[config.mk]
export PLATFORM = sky130hd
export DESIGN_NAME = issue_queue
export DESIGN_NICKNAME = d
export VERILOG_FILES = /design/src/rtl/issue_queue.sv
export SDC_FILE = /design/constraint.sdc
export NUM_CORES = 1
export LEC_CHECK = 0
export CAP_MARGIN = 15
export CORE_UTILIZATION = 38
export DETAILED_ROUTE_END_ITERATION = 16
export GPL_TIMING_DRIVEN = 1
export PLACE_DENSITY_LB_ADDON = 0.05
export SYNTH_ARGS = -nofsm -noshare
export SYNTH_HDL_FRONTEND = slang
export SYNTH_SLANG_ARGS = --single-unit
[constraint.sdc]
create_clock -name clk -period 10.5 [get_ports clk]
set_input_delay 1.575 -clock clk [delete_from_list [all_inputs] [get_ports clk]]
set_output_delay 1.575 -clock clk [all_outputs]
set_load 0.03 [all_outputs]
[src/rtl/issue_queue.sv]
// In-order issue buffer with a per-register busy scoreboard and NUM_FU valid/ready dispatch channels.
// Optional performance counters are enabled by defining ISSUE_QUEUE_PERF_EN.
module issue_queue #(
    parameter int DEPTH     = 4,
    parameter int PAYLOAD_W = 64,
    parameter int NUM_FU    = 2,
    localparam int FU_W     = (NUM_FU > 1) ? $clog2(NUM_FU) : 1,
    localparam int PW       = $clog2(DEPTH),
    localparam int CW       = PW + 1
) (
    input  logic                 clk,
    input  logic                 rst,
    input  logic                 i_flush,
    input  logic                 i_enq_valid,
    output logic                 o_enq_ready,
    input  logic [PAYLOAD_W-1:0] i_enq_payload,
    input  logic [FU_W-1:0]      i_enq_fu,
    input  logic [4:0]           i_enq_rs1,
    input  logic [4:0]           i_enq_rs2,
    input  logic                 i_enq_uses_rs1,
    input  logic                 i_enq_uses_rs2,
    input  logic [4:0]           i_enq_rd,
    input  logic                 i_enq_writes_rd,
    input  logic                 i_wb_en,
    input  logic [4:0]           i_wb_rd,
    output logic [NUM_FU-1:0]    o_fu_valid,
    input  logic [NUM_FU-1:0]    i_fu_ready,
    output logic [PAYLOAD_W-1:0] o_fu_payload,
    output logic [CW-1:0]        o_count
`ifdef ISSUE_QUEUE_PERF_EN
    ,
    output logic [31:0]          o_perf_issued,
    output logic [31:0]          o_perf_hazard_stalls
`endif
);

    typedef struct packed {
        logic [PAYLOAD_W-1:0] payload;
        logic [FU_W-1:0]      fu;
        logic [4:0]           rs1;
        logic [4:0]           rs2;
        logic                 uses_rs1;
        logic                 uses_rs2;
        logic [4:0]           rd;
        logic                 writes_rd;
    } entry_t;

    entry_t          r_mem [DEPTH];
    logic [PW-1:0]   r_head;
    logic [PW-1:0]   r_tail;
    logic [CW-1:0]   r_count;
    logic [31:0]     r_busy;

    entry_t          w_head;
    logic            w_empty;
    logic            w_full;
    logic            w_enq;
    logic            w_deq;
    logic            w_rs1_block;
    logic            w_rs2_block;
    logic            w_head_ok;
    logic [NUM_FU-1:0] w_fu_valid;
    logic [31:0]     w_wb_mask;
    logic [31:0]     w_set_mask;
    logic [31:0]     w_busy_next;

    assign w_head      = r_mem[r_head];
    assign w_empty     = (r_count == '0);
    assign w_full      = (r_count == CW'(DEPTH));
    assign o_enq_ready = !w_full;
    assign o_count     = r_count;
    assign w_enq       = i_enq_valid && !w_full && !i_flush;

    // A writeback landing this cycle already satisfies a waiting source.
    assign w_rs1_block = w_head.uses_rs1 && r_busy[w_head.rs1] && !(i_wb_en && (i_wb_rd == w_head.rs1));
    assign w_rs2_block = w_head.uses_rs2 && r_busy[w_head.rs2] && !(i_wb_en && (i_wb_rd == w_head.rs2));
    assign w_head_ok   = !w_empty && !w_rs1_block && !w_rs2_block;

    always_comb begin
        // NOTE: every always_comb output gets a default first so no path can infer a latch.
        w_fu_valid = '0;
        for (int i = 0; i < NUM_FU; i++) begin
            w_fu_valid[i] = w_head_ok && !i_flush && (int'(w_head.fu) == i);
        end
    end

    assign o_fu_valid   = w_fu_valid;
    assign w_deq        = |(w_fu_valid & i_fu_ready);
    assign o_fu_payload = w_empty ? '0 : w_head.payload;

    always_comb begin
        w_wb_mask  = '0;
        w_set_mask = '0;
        if (i_wb_en) begin
            w_wb_mask[i_wb_rd] = 1'b1;
        end
        if (w_deq && w_head.writes_rd) begin
            w_set_mask[w_head.rd] = 1'b1;
        end
        // Set after clear so a new producer wins over a retiring one; x0 is never busy.
        w_busy_next = ((r_busy & ~w_wb_mask) | w_set_mask) & ~32'h1;
    end

    always_ff @(posedge clk) begin
        // NOTE: sequential state uses non-blocking assignments so every register samples pre-edge values.
        if (rst) begin
            r_head  <= '0;
            r_tail  <= '0;
            r_count <= '0;
            r_busy  <= '0;
        end else begin
            r_busy <= w_busy_next;
            if (i_flush) begin
                r_head  <= '0;
                r_tail  <= '0;
                r_count <= '0;
            end else begin
                if (w_enq) r_tail <= r_tail + PW'(1);
                if (w_deq) r_head <= r_head + PW'(1);
                case ({w_enq, w_deq})
                    2'b10:   r_count <= r_count + CW'(1);
                    2'b01:   r_count <= r_count - CW'(1);
                    default: r_count <= r_count;
                endcase
            end
        end
    end

    // NOTE: the entry array has no reset; r_count alone defines which entries are live.
    always_ff @(posedge clk) begin
        if (w_enq) begin
            r_mem[r_tail] <= '{payload:   i_enq_payload,
                               fu:        i_enq_fu,
                               rs1:       i_enq_rs1,
                               rs2:       i_enq_rs2,
                               uses_rs1:  i_enq_uses_rs1,
                               uses_rs2:  i_enq_uses_rs2,
                               rd:        i_enq_rd,
                               writes_rd: i_enq_writes_rd};
        end
    end

`ifdef ISSUE_QUEUE_PERF_EN
    logic [31:0] r_perf_issued;
    logic [31:0] r_perf_hazard_stalls;

    always_ff @(posedge clk) begin
        if (rst) begin
            r_perf_issued        <= '0;
            r_perf_hazard_stalls <= '0;
        end else begin
            if (w_deq) r_perf_issued <= r_perf_issued + 32'd1;
            if (!w_empty && !w_head_ok) r_perf_hazard_stalls <= r_perf_hazard_stalls + 32'd1;
        end
    end

    assign o_perf_issued        = r_perf_issued;
    assign o_perf_hazard_stalls = r_perf_hazard_stalls;
`endif

`ifndef SYNTHESIS
    // An out-of-range unit index would park the op at head forever.
    always @(posedge clk) begin
        if (!rst && w_enq) begin
            assert (int'(i_enq_fu) < NUM_FU)
            else $error("issue_queue: enqueue with unit index %0d out of range", i_enq_fu);
        end
    end
`endif

endmodule
### After elaboration in Yosys (flattened, before gate mapping)

Memory sizes are Yosys's and may differ from the RTL's. A register that Yosys moved wholly into a read port is not among the register bits.
Cells that the tools add are included.

* bits in writable memories: 332
* output and inout port bits: 70
* word-level logic and storage cells: 69
* input bits: 95
* memories: 1
* flip-flop bits (word level): 39

Memory list
* r_mem: depth 4, bits a word 83, rd ports 1, clocked after memory_dff 1, wr ports 1, line 48 `entry_t r_mem [DEPTH];`

* order comparisons: 6
* reductions and logical operators: 27
* mux-type cells: 16
* add/subtract/negate cells: 4
* bitwise operators: 5
* equality and inequality tests: 5

Operator list (count)
* 2-to-1 mux 32 bit: 2
* 2-to-1 mux 64 bit: 1
* bitwise AND 32 bit: 1
* NOT 32 bit: 1
* bitwise OR 32 bit: 1
* < comparator 5 x 6 -> 1 bit, second input constant: 4
* logical AND 1 bit: 16
* binary-select mux 1 bit (select 5 bit): 2
* demux 1 bit (select 5 bit): 2
* equality test 5 bit: 2
* greater-or-equal comparator 5 x 1 -> 1 bit, second input constant: 2
* zero test 1 bit: 7
* 2-to-1 mux 1 bit: 6
* case mux 3 bit (2 select lines): 1
* adder 2 x 1 -> 2 bit, second input constant: 2
* 2-to-1 mux 2 bit: 2
* OR reduction 2 bit: 2
* adder 3 x 1 -> 3 bit, second input constant: 1
* equality test 3 bit, second input constant: 1
* zero test 3 bit: 1
* subtractor 3 x 1 -> 3 bit, second input constant: 1
* bitwise AND 2 bit: 1
* equality test 2 x 1 -> 1 bit, second input constant: 1
* equality test 2 bit, second input constant: 1
* 2 further kinds: 2

### Depth between registers and ports, before layout

Gate-level depths: netlist (run 1).

* depth after elaboration: 14
* depth in mapped cells: 17
* gate-level depth less buffers: 14

### Least setup slack after synthesis (run 1)

Ideal clock, no wire load.

* path type: input to output
* start: input port i_wb_rd[4]
* end: output port o_fu_valid[0]
* arrival time: 3.222 ns
* stages: 8
* required time: 8.925 ns
* path buffers: 1
* path slack: 5.703 ns
* cell sequence: clkbuf_1 -> xnor2_1 -> nand4_1 -> o22ai_1 -> a311oi_1 -> a211oi_4 -> nand2_1 -> nor2_1

* cells in the longest elaborated chain, start to end: 9
* elaborated cells on any way between the ends: 14
* those cells by class: eq/ne (2); reduce/logical (12)

Ends and longest elaborated chain
* from (decl): line 25 `input logic [4:0] i_wb_rd,`
* equality test 5 bit: line 75 `assign w_rs1_block = w_head.uses_rs1 && r_busy[w_head.rs1] && !(i_wb_en && (i_wb_rd == w_head.rs1));`
* logical AND 1 bit: line 75
* zero test 1 bit: line 75
* logical AND 1 bit: line 75
* zero test 1 bit: line 77 `assign w_head_ok = !w_empty && !w_rs1_block && !w_rs2_block;`
* logical AND 1 bit: line 77
* logical AND 1 bit (*): line 77
* logical AND 1 bit (*) (2 in a row): line 83 `w_fu_valid[i] = w_head_ok && !i_flush && (int'(w_head.fu) == i);`
* to (decl): line 26 `output logic [NUM_FU-1:0] o_fu_valid,`

Every way passes the cells marked *; elsewhere a longest branch is shown, timed or not.

==> results of run 1 <==
## cell usage after synthesis (2+ instances only)
cell type | number | share of area, %
a21oi_1 | 8 | 0.26
a311oi_1 | 3 | 0.17
and2_1 | 4 | 0.16
and3_1 | 33 | 1.3
buf_2 | 17 | 0.55
buf_4 | 3 | 0.15
buf_6 | 2 | 0.15
clkbuf_1 | 28 | 0.68
dfxtp_1 | 40 | 5.2
edfxtp_1 | 332 | 65
ha_1 | 5 | 0.41
inv_1 | 13 | 0.32
mux2i_1 | 41 | 2.7
mux4_2 | 84 | 12
nand2_1 | 55 | 1.3
nand2b_1 | 3 | 0.12
nand3_1 | 42 | 1.4
nand3b_1 | 19 | 0.93
nand4_1 | 3 | 0.12
nor2_1 | 20 | 0.49
nor2b_1 | 84 | 3.4
nor3_1 | 2 | 0.065
nor3b_1 | 4 | 0.20
o211ai_1 | 2 | 0.098
o21ai_0 | 18 | 0.59
or2_2 | 5 | 0.20
xnor2_1 | 11 | 0.63
xor2_1 | 2 | 0.11
## cells in the final DEF, fill, tap and decap left out, drive strengths merged, types with 2 or more instances in the layout
master         instances
o211ai                 2
nand2                 55
and2                   5
nand2b                 3
inv                   13
ha                     5
mux4                  84
xnor2                 11
nor2b                 84
mux2i                 41
a211oi                 2
or2                    5
nand4                  3
clkdlybuf4s50        164
and3                  33
a311oi                 3
xor2                   2
clkbuf                56
nor2                  20
nor3b                  4
nor3                   2
nand3b                19
clkinv                16
nand3                 42
buf                   12
dfxtp                 40
o21ai                 18
a21oi                  9
edfxtp               332
## per-stage QoR
step / area (um^2) / worst slack [ns] / utilization [%]
after floorplan: 15300 / 5.70 / -
after global placement: 17500 / 4.05 / 44.0
after detailed placement: 17500 / 4.04 / 44.0
after CTS: 18700 / 3.44 / 47.1
after global routing: 18700 / 3.12 / 47.1
final: 18800 / 3.52 / 47.1
## worst min-delay path by stage
stage | start | end | slack [ns] | cells past startpoint
2_1_floorplan | r_busy[10]$_SDFF_PP0_ | r_busy[10]$_SDFF_PP0_ | 0.45 | 2
3_3_place_gp | r_busy[11]$_SDFF_PP0_ | r_busy[11]$_SDFF_PP0_ | 0.49 | 2
3_5_place_dp | r_busy[3]$_SDFF_PP0_ | r_busy[3]$_SDFF_PP0_ | 0.49 | 2
4_1_cts | r_busy[1]$_SDFF_PP0_ | r_busy[1]$_SDFF_PP0_ | 0.50 | 2
5_1_grt | r_busy[10]$_SDFF_PP0_ | r_busy[10]$_SDFF_PP0_ | 0.51 | 2
6_report | r_busy[1]$_SDFF_PP0_ | r_busy[1]$_SDFF_PP0_ | 0.49 | 2
## cells by family (layout without fill, tap and decap cells)
kind of cell / after synthesis / after routing
flip-flops: 372 / 372
AND/OR/NAND/NOR: 277 / 277
multiplexers: 125 / 125
buffers and inverters: 64 / 262
AO/OA/AOI/OAI: 42 / 42
XOR/XNOR: 13 / 13
adder cells (fa/ha/maj): 6 / 6
other: 0 / 1
## sequential cells by signal (all words and copies together), names as in the netlist, named ones only
name     count
r_busy      31
r_mem      332
r_head       2
r_tail       2
o_count      3
## worst max-delay path, cell delays in order, from the launching register on
cell	delay (ns)
dfxtp_4	0.76
buf_4	0.68
mux4_2	0.58
mux4_2	0.34
a2111oi_0	0.47
a311oi_1	0.14
nand2_1	0.85
nand2_1	0.17
nor2_1	0.12
clkdlybuf4s50_1	0.67
## area by class of cell
| cell class | instances | area, um^2 | area share [%] |
|---|---|---|---|
| repair buffers | 176 | 1740 | 9.26 |
| diodes | 1 | 2.50 | 0.0133 |
| clock inverters | 17 | 109 | 0.581 |
| well taps | 525 | 657 | 3.50 |
| inverters | 13 | 48.8 | 0.260 |
| multi-input cells | 463 | 4310 | 23.0 |
| flip-flops and latches | 372 | 10800 | 57.5 |
| clock buffers | 56 | 1110 | 5.94 |
## per-layer routing
metal | up-vias | part of all wire [%]
met4 | 4 | 2.0
met5 | - | 0.055
met1 | 4131 | 45
met2 | 165 | 48
met3 | 53 | 5.3
li1 | 3826 | -
## power groups by stage
stage	sequential (mW)	combinational, mW	clock [mW]
after floorplan	1.67	0.0855	0
after detailed placement	1.67	0.174	0
after CTS	1.64	0.175	1.36
final	1.64	0.172	1.32
after global placement	1.67	0.173	0
after global routing	1.64	0.185	1.41
==> impl_metrics.env, run 1 <==
export IMPL_status="completed"
export IMPL_stdcell_count=1623
export IMPL_ys_async_sr_fraction_pct=0
export IMPL_seq_area_frac_synth_pct=70.2
export IMPL_clk_latency_ns=0.55
export IMPL_grtUsageMet1_pct=22.9
export IMPL_crit_end="o_fu_valid[0]"
export IMPL_die_w_um=203
export IMPL_clk_pin_slew_ns=0.06
export IMPL_cts_setup_buffers=0
export IMPL_synth_edf_count=332
export IMPL_syn_to_final_growth_pct=22.2
export IMPL_post_route_period_util_pct=66.5
export IMPL_r2r_end="o_count[2]$_SDFFE_PP0P_"
export IMPL_vdd_drop_max_mv=0.112
export IMPL_cts_root_buffer_cell="clkbuf_16"
export IMPL_cp_data_required_time_ns=8.93
export IMPL_drt_pass1_iter_count=4
export IMPL_grt_max_degree=60
export IMPL_dr_total_vias=8179
export IMPL_synth_xor_area_share_pct=0.742
export IMPL_drc_errors=0
export IMPL_p_leak_nw=6.13
export IMPL_synth_cell_type_count=44
export IMPL_synth_top_family_by_area="multiplexers"
export IMPL_grt_overflow=0
export IMPL_worst_slew_pin_slew_ns=1.12
export IMPL_htree_levels=2
export IMPL_ys_flop_type="edfxtp_1"
export IMPL_power_mw=3.14
export IMPL_cp_arrival_ns=5.40
export IMPL_die_area_um2=41200
export IMPL_grt_pass1_vias=8658
export IMPL_grt_setup_unrepaired="no"
export IMPL_synthAdderAreaFrac_pct=0.538
export IMPL_critPathKind="flop to output port"
export IMPL_max_freq_mhz=143
export IMPL_power_density_nw_per_um2=167
export IMPL_final_hold_violation_count=0
export IMPL_relSlewSlack_pct=24.9
export IMPL_period_needed_ns=6.98
export IMPL_r2r_cells=14
export IMPL_synth_seq_cells=372
export IMPL_avgViaCountPerCell=5.04
export IMPL_fin_skew_ns=0.0129
export IMPL_placementRows=73
export IMPL_busiest_layer="met2"
export IMPL_power_net_switching_uw=659
export IMPL_p_comb_share_pct=5.5
export IMPL_p_int_mw=2.48
export IMPL_io_buffer_count=164
export IMPL_maxCapViolations=0
export IMPL_synth_mux_area_share_pct=15.0
export IMPL_cts_sinks=372
export IMPL_clockPowerShare_pct=42.2
export IMPL_timing_hold_ws_ns=0.493
export IMPL_placeableCoreArea_um2=39800
export IMPL_fillers=3484
export IMPL_path_max_fanout=44
export IMPL_worst_setup_path_end_kind="output port"
export IMPL_min_path_type="flop to flop"
export IMPL_power_switching_share_pct=21.0
export IMPL_finalMaxSlewViolations=0
export IMPL_drtIter0Drc=474
export IMPL_syn_mean_instance_area_um2=17.1
export IMPL_cts_tree="built"
export IMPL_dp_cells=1549
export IMPL_die_h_um=203
export IMPL_io_pins=165
export IMPL_drt_antenna_violating_nets=0
export IMPL_synth_cells=899
export IMPL_syn_nets=1000
export IMPL_place_congestion=0.855
export IMPL_grt_pass1_wl_um=52700
export IMPL_crit_path_start_kind="flop"
export IMPL_tns_ns=0
export IMPL_post_drt_wl_per_cell_um=21.3
export IMPL_cts_made_buffers=41
export IMPL_antenna_found_initial=3
export IMPL_syn_area_um2=15300
export IMPL_start_util_pct=38.5
export IMPL_setup_viol=0
export IMPL_synth_simple_area_share_pct=9.91
export IMPL_ys_warn_count=0
export IMPL_final_nets=1168
export IMPL_drive_gt1_share_pct=14.7
export IMPL_track_usage_pct=17.1
export IMPL_cts_hold_buffers=0
export IMPL_dp_hpwl_um=20800
export IMPL_synth_compound_area_share_pct=1.77
export IMPL_wirelength_um=34600
export IMPL_grt_use_met2_pct=27.5
export IMPL_clockBufferDepth=3
export IMPL_p_seq_share_pct=52.3
export IMPL_cts_resized=0
export IMPL_grt_use_met3_pct=4.51
export IMPL_rrSetupSlack_ns=4.94
(Power assumes the default switching activity.)
==> run 2, diff against run 1 <==
clock period = 6.4 ns   (was 10.5 ns; I/O delays follow)
==> impl_metrics.env, run 2 (synthesis results as in run 1) <==
export IMPL_status="completed"
export IMPL_worst_slew_pin_slew_ns=0.995
export IMPL_die_w_um=203
export IMPL_path_max_fanout=25
export IMPL_cts_setup_buffers=0
export IMPL_cts_resized=0
export IMPL_wirelength_um=34700
export IMPL_dp_slack_ns=1.72
export IMPL_ff_latch_area_um2=10800
export IMPL_worst_setup_path_end_kind="output port"
export IMPL_placementRows=73
export IMPL_die_area_um2=41200
export IMPL_clk_pin_slew_ns=0.06
export IMPL_maxCapViolations=0
export IMPL_die_h_um=203
export IMPL_finalMaxSlewViolations=0
export IMPL_post_route_period_util_pct=81.2
export IMPL_placeableCoreArea_um2=39800
export IMPL_grt_setup_unrepaired="no"
export IMPL_final_common_cell="edfxtp_1"
export IMPL_clk_latency_ns=0.55
export IMPL_antenna_found_initial=3
export IMPL_io_pins=165
export IMPL_clockBufferDepth=3
export IMPL_finalInstanceArea_um2=18800
export IMPL_cts_made_buffers=41
export IMPL_period_needed_ns=5.19
export IMPL_crit_path_start_kind="flop"
export IMPL_cts_root_buffer_cell="clkbuf_16"
export IMPL_cp_data_required_time_ns=5.44
export IMPL_place_congestion=0.783
export IMPL_final_nets=1168
export IMPL_post_drt_wl_per_cell_um=21.3
export IMPL_largest_register_ffs=332
export IMPL_vdd_drop_max_mv=0.167
export IMPL_relSlewSlack_pct=33.7
export IMPL_min_path_type="flop to flop"
export IMPL_layout_common_cells="edfxtp_1, clkdlybuf4s50_1, mux4_2, nor2b_1, nand2_1"
export IMPL_rrSetupSlack_ns=2.11
export IMPL_place_area_um2=17500
export IMPL_drc_errors=0
export IMPL_grt_max_degree=66
export IMPL_cts_sinks=372
export IMPL_dr_total_vias=8237
export IMPL_grt_overflow=0
export IMPL_timing_hold_ws_ns=0.489
export IMPL_avgViaCountPerCell=5.07
export IMPL_critPathKind="flop to output port"
export IMPL_syn_to_final_growth_pct=22.2
export IMPL_drtIter0Drc=435
export IMPL_io_buffer_count=164
export IMPL_fillers=3516
export IMPL_fin_skew_ns=0.0209
export IMPL_drt_antenna_violating_nets=0
export IMPL_drive_gt1_share_pct=15.4
export IMPL_cts_tree="built"
export IMPL_track_usage_pct=17.2
export IMPL_multi_input_area_um2=4310
export IMPL_final_hold_violation_count=0
export IMPL_grt_pass1_vias=8610
export IMPL_p_leak_nw=6.15
export IMPL_drt_pass1_iter_count=4
export IMPL_cp_arrival_ns=4.23
export IMPL_power_density_nw_per_um2=274
export IMPL_grt_pass1_wl_um=52600
export IMPL_cts_hold_buffers=0
export IMPL_max_freq_mhz=193
export IMPL_setup_viol=0
export IMPL_tns_ns=0
export IMPL_htree_levels=2
export IMPL_start_util_pct=38.5
export IMPL_dp_hpwl_um=21000
export IMPL_power_mw=5.15
export IMPL_setup_ws_ns=1.21
export IMPL_largest_register="r_mem"
-- run 2: metal layers --
layer,vias to the layer above,wire (um),GRT usage [%],share of wire [%]
met5,-,27,0,0.078
met4,4,808,6.15,2.3
met3,54,1900,4.03,5.5
met2,178,16300,26.9,47
met1,4165,15600,23.4,45
li1,3836,-,-,-
-- run 2: final timing paths --
kind | start | end | cells past startpoint
setup / recovery | flop | o_fu_valid[0] | 8
hold reg to reg | r_busy[10]$_SDFF_PP0_ | r_busy[10]$_SDFF_PP0_ | 2
hold / removal | r_busy[10]$_SDFF_PP0_ | r_busy[10]$_SDFF_PP0_ | 2
setup reg to reg | flop | o_count[2]$_SDFFE_PP0P_ | 13
-- run 2: worst max-delay path, stage by stage, from the launching register on --
cell and delay [ns]:
dfxtp_4 0.68, mux4_2 0.80, mux4_2 0.51, a2111oi_0 0.53, a311oi_1 0.14, nand2_1 0.14, nand2_1 0.08, nor2_1 0.10
clkdlybuf4s50_1 0.68
-- run 2: final cells by class --
| type | count | share of cell area [%] |
|---|---|---|
| Sequential cell | 372 | 57.5 |
| Multi-Input combinational cell | 463 | 23.0 |
| Timing Repair Buffer | 176 | 9.23 |
| Clock buffer | 49 | 5.74 |
| Tap cell | 525 | 3.50 |
| Clock inverter | 26 | 0.821 |
| Inverter | 13 | 0.260 |
| Antenna cell | 1 | 0.0133 |
-- run 2: power by group --
part / leakage (nW) / internal [mW] / switching (mW) / total (mW)
sequential: 3.34 / 2.68 / 0.00839 / 2.69
clock: 0.617 / 1.24 / 0.933 / 2.17
combinational: 2.19 / 0.128 / 0.154 / 0.282
total: 6.15 / 4.05 / 1.10 / 5.15
-- run 2: metrics by stage --
stage               utilization (%)  instances
floorplan                         -        899
global placement               44.0       1548
detailed placement             44.0       1548
CTS                            47.1       1623
global route                   47.1       1624
finish                         47.1       1625
